File: config.mk
export PLATFORM = sky130hd
export DESIGN_NAME = uart_receiver_flat
export DESIGN_NICKNAME = d
export VERILOG_FILES = /design/src/rtl/uart_receiver_if.sv /design/src/rtl/uart_receiver.sv /design/src/flat_wrapper.sv
export SDC_FILE = /design/constraint.sdc
export NUM_CORES = 1
export LEC_CHECK = 0
export BUFFER_PORTS_ARGS = -buffer_cell sky130_fd_sc_hd__buf_2
export CAP_MARGIN = 20
export CORE_MARGIN = 3
export CORE_UTILIZATION = 40
export CTS_CLUSTER_DIAMETER = 50
export DETAILED_ROUTE_END_ITERATION = 10
export GPL_TIMING_DRIVEN = 0
export SETUP_SLACK_MARGIN = 0.02
export SLEW_MARGIN = 15
export SYNTH_ARGS = -nofsm -noshare
export SYNTH_HDL_FRONTEND = slang
export SYNTH_SLANG_ARGS = --single-unit
File: constraint.sdc
create_clock -name clock -period 1.8 [get_ports clock]
set_input_delay 0.36 -clock clock [delete_from_list [all_inputs] [get_ports clock]]
set_output_delay 0.36 -clock clock [all_outputs]
set_load 0.005 [all_outputs]
File: src/rtl/uart_receiver_if.sv
// uart_receiver_if
// Host-side bundle of the UART receiver: the received byte, its status
// flags and the consumer's acknowledge.
//   rd_clr     consumer -> receiver, 1-clock acknowledge pulse
//   rx_data    receiver -> consumer, last correctly framed byte
//   rx_ready   receiver -> consumer, byte waiting to be read
//   frame_err  receiver -> consumer, last frame had a low stop bit
//   overrun    receiver -> consumer, unread byte was overwritten
//   busy       receiver -> consumer, a frame is being received
// modport slave is taken by the receiver, modport master by the consumer.
interface uart_receiver_if #(
  parameter int DATA_BITS = 8
);
  logic                 rd_clr;
  logic [DATA_BITS-1:0] rx_data;
  logic                 rx_ready;
  logic                 frame_err;
  logic                 overrun;
  logic                 busy;

  modport slave (
    input  rd_clr,
    output rx_data,
    output rx_ready,
    output frame_err,
    output overrun,
    output busy
  );

  modport master (
    output rd_clr,
    input  rx_data,
    input  rx_ready,
    input  frame_err,
    input  overrun,
    input  busy
  );
endinterface

File: src/rtl/uart_receiver.sv
// uart_receiver
// 8N1 UART receiver driven by a 16x oversampling tick. The rx pin is
// synchronised, a falling edge starts a frame, the start bit is confirmed
// at mid-bit, data bits are sampled LSB first one bit period apart, and the
// stop bit decides between delivering the byte and flagging a framing error.
// Ports:
//   clock   system clock
//   reset   synchronous, active-high
//   enb_rx  1-clock pulse at OVERSAMPLE x baud; all bit timing counts these
//   rx      asynchronous serial line, idle high
//   host    uart_receiver_if.slave: rd_clr in; rx_data, rx_ready,
//           frame_err, overrun, busy out
module uart_receiver #(
  parameter int DATA_BITS  = 8,
  parameter int OVERSAMPLE = 16
) (
  input  logic            clock,
  input  logic            reset,
  input  logic            enb_rx,
  input  logic            rx,
  uart_receiver_if.slave  host
);

  localparam int TICK_W = $clog2(OVERSAMPLE);
  localparam int IDX_W  = (DATA_BITS > 1) ? $clog2(DATA_BITS) : 1;

  localparam logic [TICK_W-1:0] MID_TICK = TICK_W'(OVERSAMPLE / 2 - 1);
  localparam logic [TICK_W-1:0] END_TICK = TICK_W'(OVERSAMPLE - 1);
  localparam logic [IDX_W-1:0]  LAST_IDX = IDX_W'(DATA_BITS - 1);

  typedef enum logic [1:0] {
    IDLE,
    START,
    DATA,
    STOP
  } state_t;

  state_t               state, state_next;
  logic [TICK_W-1:0]    tick_cnt, tick_next;
  logic [IDX_W-1:0]     bit_idx, idx_next;
  logic [DATA_BITS-1:0] shift_reg, shift_next;
  logic                 good_stop, bad_stop;

  logic rx_meta, rx_sync, rx_prev;

  // Two-flop synchroniser plus one history flop for falling-edge detection.
  // Reset to the idle level so leaving reset never looks like a start edge
  // while the line is high.
  always_ff @(posedge clock) begin
    if (reset) begin
      rx_meta <= 1'b1;
      rx_sync <= 1'b1;
      rx_prev <= 1'b1;
    end else begin
      rx_meta <= rx;
      rx_sync <= rx_meta;
      rx_prev <= rx_sync;
    end
  end

  // FSM state and bit-timing counters.
  always_ff @(posedge clock) begin
    if (reset) begin
      state     <= IDLE;
      tick_cnt  <= '0;
      bit_idx   <= '0;
      shift_reg <= '0;
    end else begin
      state     <= state_next;
      tick_cnt  <= tick_next;
      bit_idx   <= idx_next;
      shift_reg <= shift_next;
    end
  end

  // Next-state logic. The start edge is looked for on every clock, but all
  // counting and sampling happens only on enb_rx ticks, so a low enb_rx
  // simply freezes the frame in progress.
  always_comb begin
    state_next = state;
    tick_next  = tick_cnt;
    idx_next   = bit_idx;
    shift_next = shift_reg;
    good_stop  = 1'b0;
    bad_stop   = 1'b0;
    case (state)
      IDLE: begin
        if (rx_prev && !rx_sync) begin
          state_next = START;
          tick_next  = '0;
        end
      end
      START: begin
        if (enb_rx) begin
          if (tick_cnt == MID_TICK) begin
            // A line back high at mid start bit was only a glitch.
            state_next = rx_sync ? IDLE : DATA;
            tick_next  = '0;
            idx_next   = '0;
          end else begin
            tick_next = tick_cnt + 1'b1;
          end
        end
      end
      DATA: begin
        if (enb_rx) begin
          if (tick_cnt == END_TICK) begin
            // Bits arrive LSB first, so shifting in at the top leaves the
            // first bit at bit 0 after the last shift.
            shift_next = {rx_sync, shift_reg[DATA_BITS-1:1]};
            tick_next  = '0;
            idx_next   = bit_idx + 1'b1;
            if (bit_idx == LAST_IDX) begin
              state_next = STOP;
              idx_next   = '0;
            end
          end else begin
            tick_next = tick_cnt + 1'b1;
          end
        end
      end
      STOP: begin
        if (enb_rx) begin
          if (tick_cnt == END_TICK) begin
            good_stop  = rx_sync;
            bad_stop   = !rx_sync;
            state_next = IDLE;
            tick_next  = '0;
          end else begin
            tick_next = tick_cnt + 1'b1;
          end
        end
      end
      default: begin
        state_next = IDLE;
        tick_next  = '0;
        idx_next   = '0;
      end
    endcase
  end

  // Host-side status. A good completion takes priority over a coincident
  // rd_clr: the new byte is presented and rx_ready stays set, but the
  // acknowledge still counts as having read the previous byte, so it
  // suppresses the overrun.
  always_ff @(posedge clock) begin
    if (reset) begin
      host.rx_data   <= '0;
      host.rx_ready  <= 1'b0;
      host.frame_err <= 1'b0;
      host.overrun   <= 1'b0;
    end else if (good_stop) begin
      host.rx_data   <= shift_reg;
      host.rx_ready  <= 1'b1;
      host.frame_err <= 1'b0;
      if (host.rd_clr) begin
        host.overrun <= 1'b0;
      end else if (host.rx_ready) begin
        host.overrun <= 1'b1;
      end
    end else begin
      if (host.rd_clr) begin
        host.rx_ready <= 1'b0;
        host.overrun  <= 1'b0;
      end
      if (bad_stop) begin
        host.frame_err <= 1'b1;
      end
    end
  end

  assign host.busy = (state != IDLE);

endmodule

File: src/flat_wrapper.sv
// flat-port wrapper written by rule: the top's interface ports become plain ports
module uart_receiver_flat 
#(
  parameter int DATA_BITS  = 8,
  parameter int OVERSAMPLE = 16
)
  (clock, reset, enb_rx, rx, host_rd_clr, host_rx_data, host_rx_ready, host_frame_err, host_overrun, host_busy);
  uart_receiver_if #(.DATA_BITS(DATA_BITS)) host_i ();
  input  logic clock;
  input  logic reset;
  input  logic enb_rx;
  input  logic rx;
  input wire logic [$bits(host_i.rd_clr)-1:0] host_rd_clr;
  output wire logic [$bits(host_i.rx_data)-1:0] host_rx_data;
  output wire logic [$bits(host_i.rx_ready)-1:0] host_rx_ready;
  output wire logic [$bits(host_i.frame_err)-1:0] host_frame_err;
  output wire logic [$bits(host_i.overrun)-1:0] host_overrun;
  output wire logic [$bits(host_i.busy)-1:0] host_busy;
  assign host_i.rd_clr = host_rd_clr;
  assign host_rx_data = host_i.rx_data;
  assign host_rx_ready = host_i.rx_ready;
  assign host_frame_err = host_i.frame_err;
  assign host_overrun = host_i.overrun;
  assign host_busy = host_i.busy;
  uart_receiver #(.DATA_BITS(DATA_BITS), .OVERSAMPLE(OVERSAMPLE)) u_core (.clock(clock), .reset(reset), .enb_rx(enb_rx), .rx(rx), .host(host_i));
endmodule
==> summary.md <==
| Metric | Value |
|---|---|
| Iteration count of the initial detailed-routing pass | 5 |
| Worst EP arrival | around 1.9 ns |
| TritonCTS Buffers | 5 |
| Area contributors post-synth | dfxtp_1 (47%), mux2i_1 (14%), nor2_1 (7.1%) |
| Layout area overhead | 14.8% |
| Critical R2R Launch | u_core.bit_idx[0] |
| Slew @ Worst Pin | between 0.4 and 0.5 ns |
| Fin area | 1520 um2 |
| Antenna violation net count after detailed routing | 0 |
| Total GRT Usage | 0.148 |
| DRC Markers | 0 |
| HP Class | primary input to flip-flop |
| Via Count | 1028 |
| Number of placed cells counting well taps | 196 |
| Critical Path RT | 2.01 ns |
| Synth Warn # | 0 |
| EDFF count, synth | 0 |
| Syn Area/Cell | 9.74 um2 |
| Die Y-Extent | around 64 um |
| Rows | 20 |
| Core area | 3100 um2 |
| Clock skew | approximately 0.006 ns |
| Largest net degree at the start of global routing | 11 |
| Worst rel slew slack | 0.681 |
| Routed len/inst | 12.2 um |
| Most used flip-flop cell after synthesis | dfxtp_1 |
| DRT iter0 DRCs | 46 |
| Worst hold margin | slightly above 0.2 ns |
| Synth area leader | dfxtp_1 |
| Async SR Flop Fraction | 0 |
| Root Buffer | clkbuf_4 |
| Cells along the critical path | ha_1 -> ha_2 -> a21o_1 -> a221o_1 -> o221ai_2 -> mux2_4 |
| Distinct cells, synth | 34 |
| Final hold viol count | 0 |
| Startpoint types | flip-flop |
| Flops & latches, synth | 31 |
| Initial antenna violation count | 0 |
| Slowest stage delay, CP | 0.34 ns |
| GRT overflow | 0 |
| Post-DP HPWL | roughly 1800 um |
| Status | completed |
| R2R setup slack | 0.10 ns |
| Syn Nets | about 140 |
| Peak VDD IR | 0.420 mV |
| Clock sinks | 31 |
| Post-Route WL | between 2000 and 2500 um |
| CP Capture Type | flip-flop |
| Critical path's slowest cell | dfxtp_1 |
| CTS tree | built |
| Final Non-Filler Cells | slightly above 200 |
| Nets | ~170 |
| Max clock buf depth | 2 |
| Worst setup path class | flip-flop to flip-flop |
| DP Area | 1460 um2 |
| Crit-path max FO | 3 |
| Vias in the first global route | 1065 |
| Layout cells sized above 1 | 0.233 |
| Leakage Power | 0.669 nW |
| Worst-Skew Late Latency | around 0.32 ns |
| I/O Pins | 17 |
| Post-DR vias/cell | 5.06 |
| First-pass GRT wire length | around 4600 um |
| Hold Startpoint | host_rd_clr |
| Final setup violating endpoints | 0 |
| Fin. max-slew vios | 0 |
| Area of the die | 4040 um2 |
| Pwr dens | 776 nW/um2 |
| Final cycle utilization of the critical path | 0.942 |
| Port bufs | 16 |
| Fmax | between 500 and 600 MHz |
| Hold endpoint | u_core.host.overrun |
| Final core utilization | 0.490 |
| Gate Count Post-Synth | between 100 and 150 |
| RR Endpoint | u_core.state[0] |
| Die Wd | 63.6 um |
| Initial Util | 0.427 |
| Clk pin slew, worst setup/hold paths | 0.09 ns |
| RSZ-0062 raised after global routing | false |
| Reg2Reg Depth | 6 |
| TNS Setup | 0 ns |
| WHS Path Cells | 2 |
| Diode count | 0 |
| Area of the mapped netlist | 1330 um2 |
| H-Tree Depth | 2 |
| Post-synthesis sequential area ratio | 0.468 |
| Final min period | 1.70 ns |
| Max Cap Viol | 0 |
| Share of the synthesized area in the top cell type | 0.468 |
| Gpl congestion | 0.797 |
worst max path at each step:
stage | startpoint | end | slack (ns) | depth (start not counted)
5_1_grt | u_core.bit_idx[0] | u_core.state[0] | 0.04 | 6
3_5_place_dp | u_core.bit_idx[0] | u_core.state[0] | 0.09 | 6
2_1_floorplan | u_core.bit_idx[0] | u_core.state[0] | 0.17 | 6
3_3_place_gp | u_core.bit_idx[0] | u_core.state[0] | 0.10 | 6
4_1_cts | u_core.bit_idx[0] | u_core.state[0] | 0.06 | 6
6_report | u_core.bit_idx[0] | u_core.state[0] | 0.10 | 6
layout make-up:
| type | count | area (um2) |
|---|---|---|
| sequential | 31 | 621 |
| inverter | 2 | 7.51 |
| clock buffer | 6 | 51.3 |
| clock inverter | 1 | 5.00 |
| buffer | 7 | 40.0 |
| tap | 44 | 55.1 |
| fill | 338 | 1580 |
| multi-input combinational | 96 | 662 |
| timing repair buffer | 16 | 80.1 |
layer usage:
layer / routed length, um / up-vias / track usage
met5: 0 / - / 0
met4: 32 / 0 / 0.0647
met3: 118 / 4 / 0.0660
met2: 1140 / 16 / 0.241
met1: 1180 / 487 / 0.165
li1: - / 521 / -
metrics by stage:
step	worst slack (ns)	power, mW
after CTS	0.0639	1.20
after floorplan	0.168	0.771
final	0.105	1.18
after detailed placement	0.0930	0.795
after global routing	0.0427	1.25
after global placement	0.104	0.794
critical path, delay by kind of cell (launching register included):
kind	cells	cell delay, ns
AOI/OAI and AO/OA	3	0.54
adders and majority gates	2	0.39
DFF	1	0.34
muxes	1	0.32
cell families after synthesis:
logic type / count (synthesis) / share of synthesized area
compound gates: 16 / 0.0925
fa+ha+maj: 3 / 0.0283
buf+inv: 9 / 0.0349
flops: 31 / 0.468
mux: 20 / 0.155
simple gates: 57 / 0.221
where the power goes:
group	switching (mW)	leakage, nW	internal (mW)
sequential	0.00666	0.250	0.693
combinational	0.0432	0.384	0.0359
clock	0.222	0.0341	0.181
cells in the final DEF, fill, tap and decap left out, drive strengths merged, types with 2 or more instances in the layout:
cell,instances
dfxtp,31
a31oi,2
nand3b,3
and3,2
and3b,2
nor3,2
a21oi,5
o21ai,2
nand2b,5
clkbuf,10
or2,4
mux2i,19
buf,19
nor2b,2
nand3,4
ha,3
nor2,25
inv,2
nand2,4
synth_stat cells, drive strengths merged (2+ instances only):
| library cell | count |
|---|---|
| a21oi | 5 |
| a31oi | 2 |
| and3 | 2 |
| and3b | 2 |
| buf | 3 |
| clkbuf | 4 |
| dfxtp | 31 |
| ha | 3 |
| inv | 2 |
| mux2i | 19 |
| nand2 | 4 |
| nand2b | 5 |
| nand3 | 4 |
| nand3b | 3 |
| nor2 | 25 |
| nor2b | 2 |
| nor3 | 2 |
| o21ai | 2 |
| or2 | 4 |
what timing repair did:
item / in CTS / in global routing
buffers inserted: 0 / 0
setup endpoints to repair: 0 / 3
hold buffers: 0 / 0
resized for setup: 0 / 4
Power figures use the tool's default switching activity.
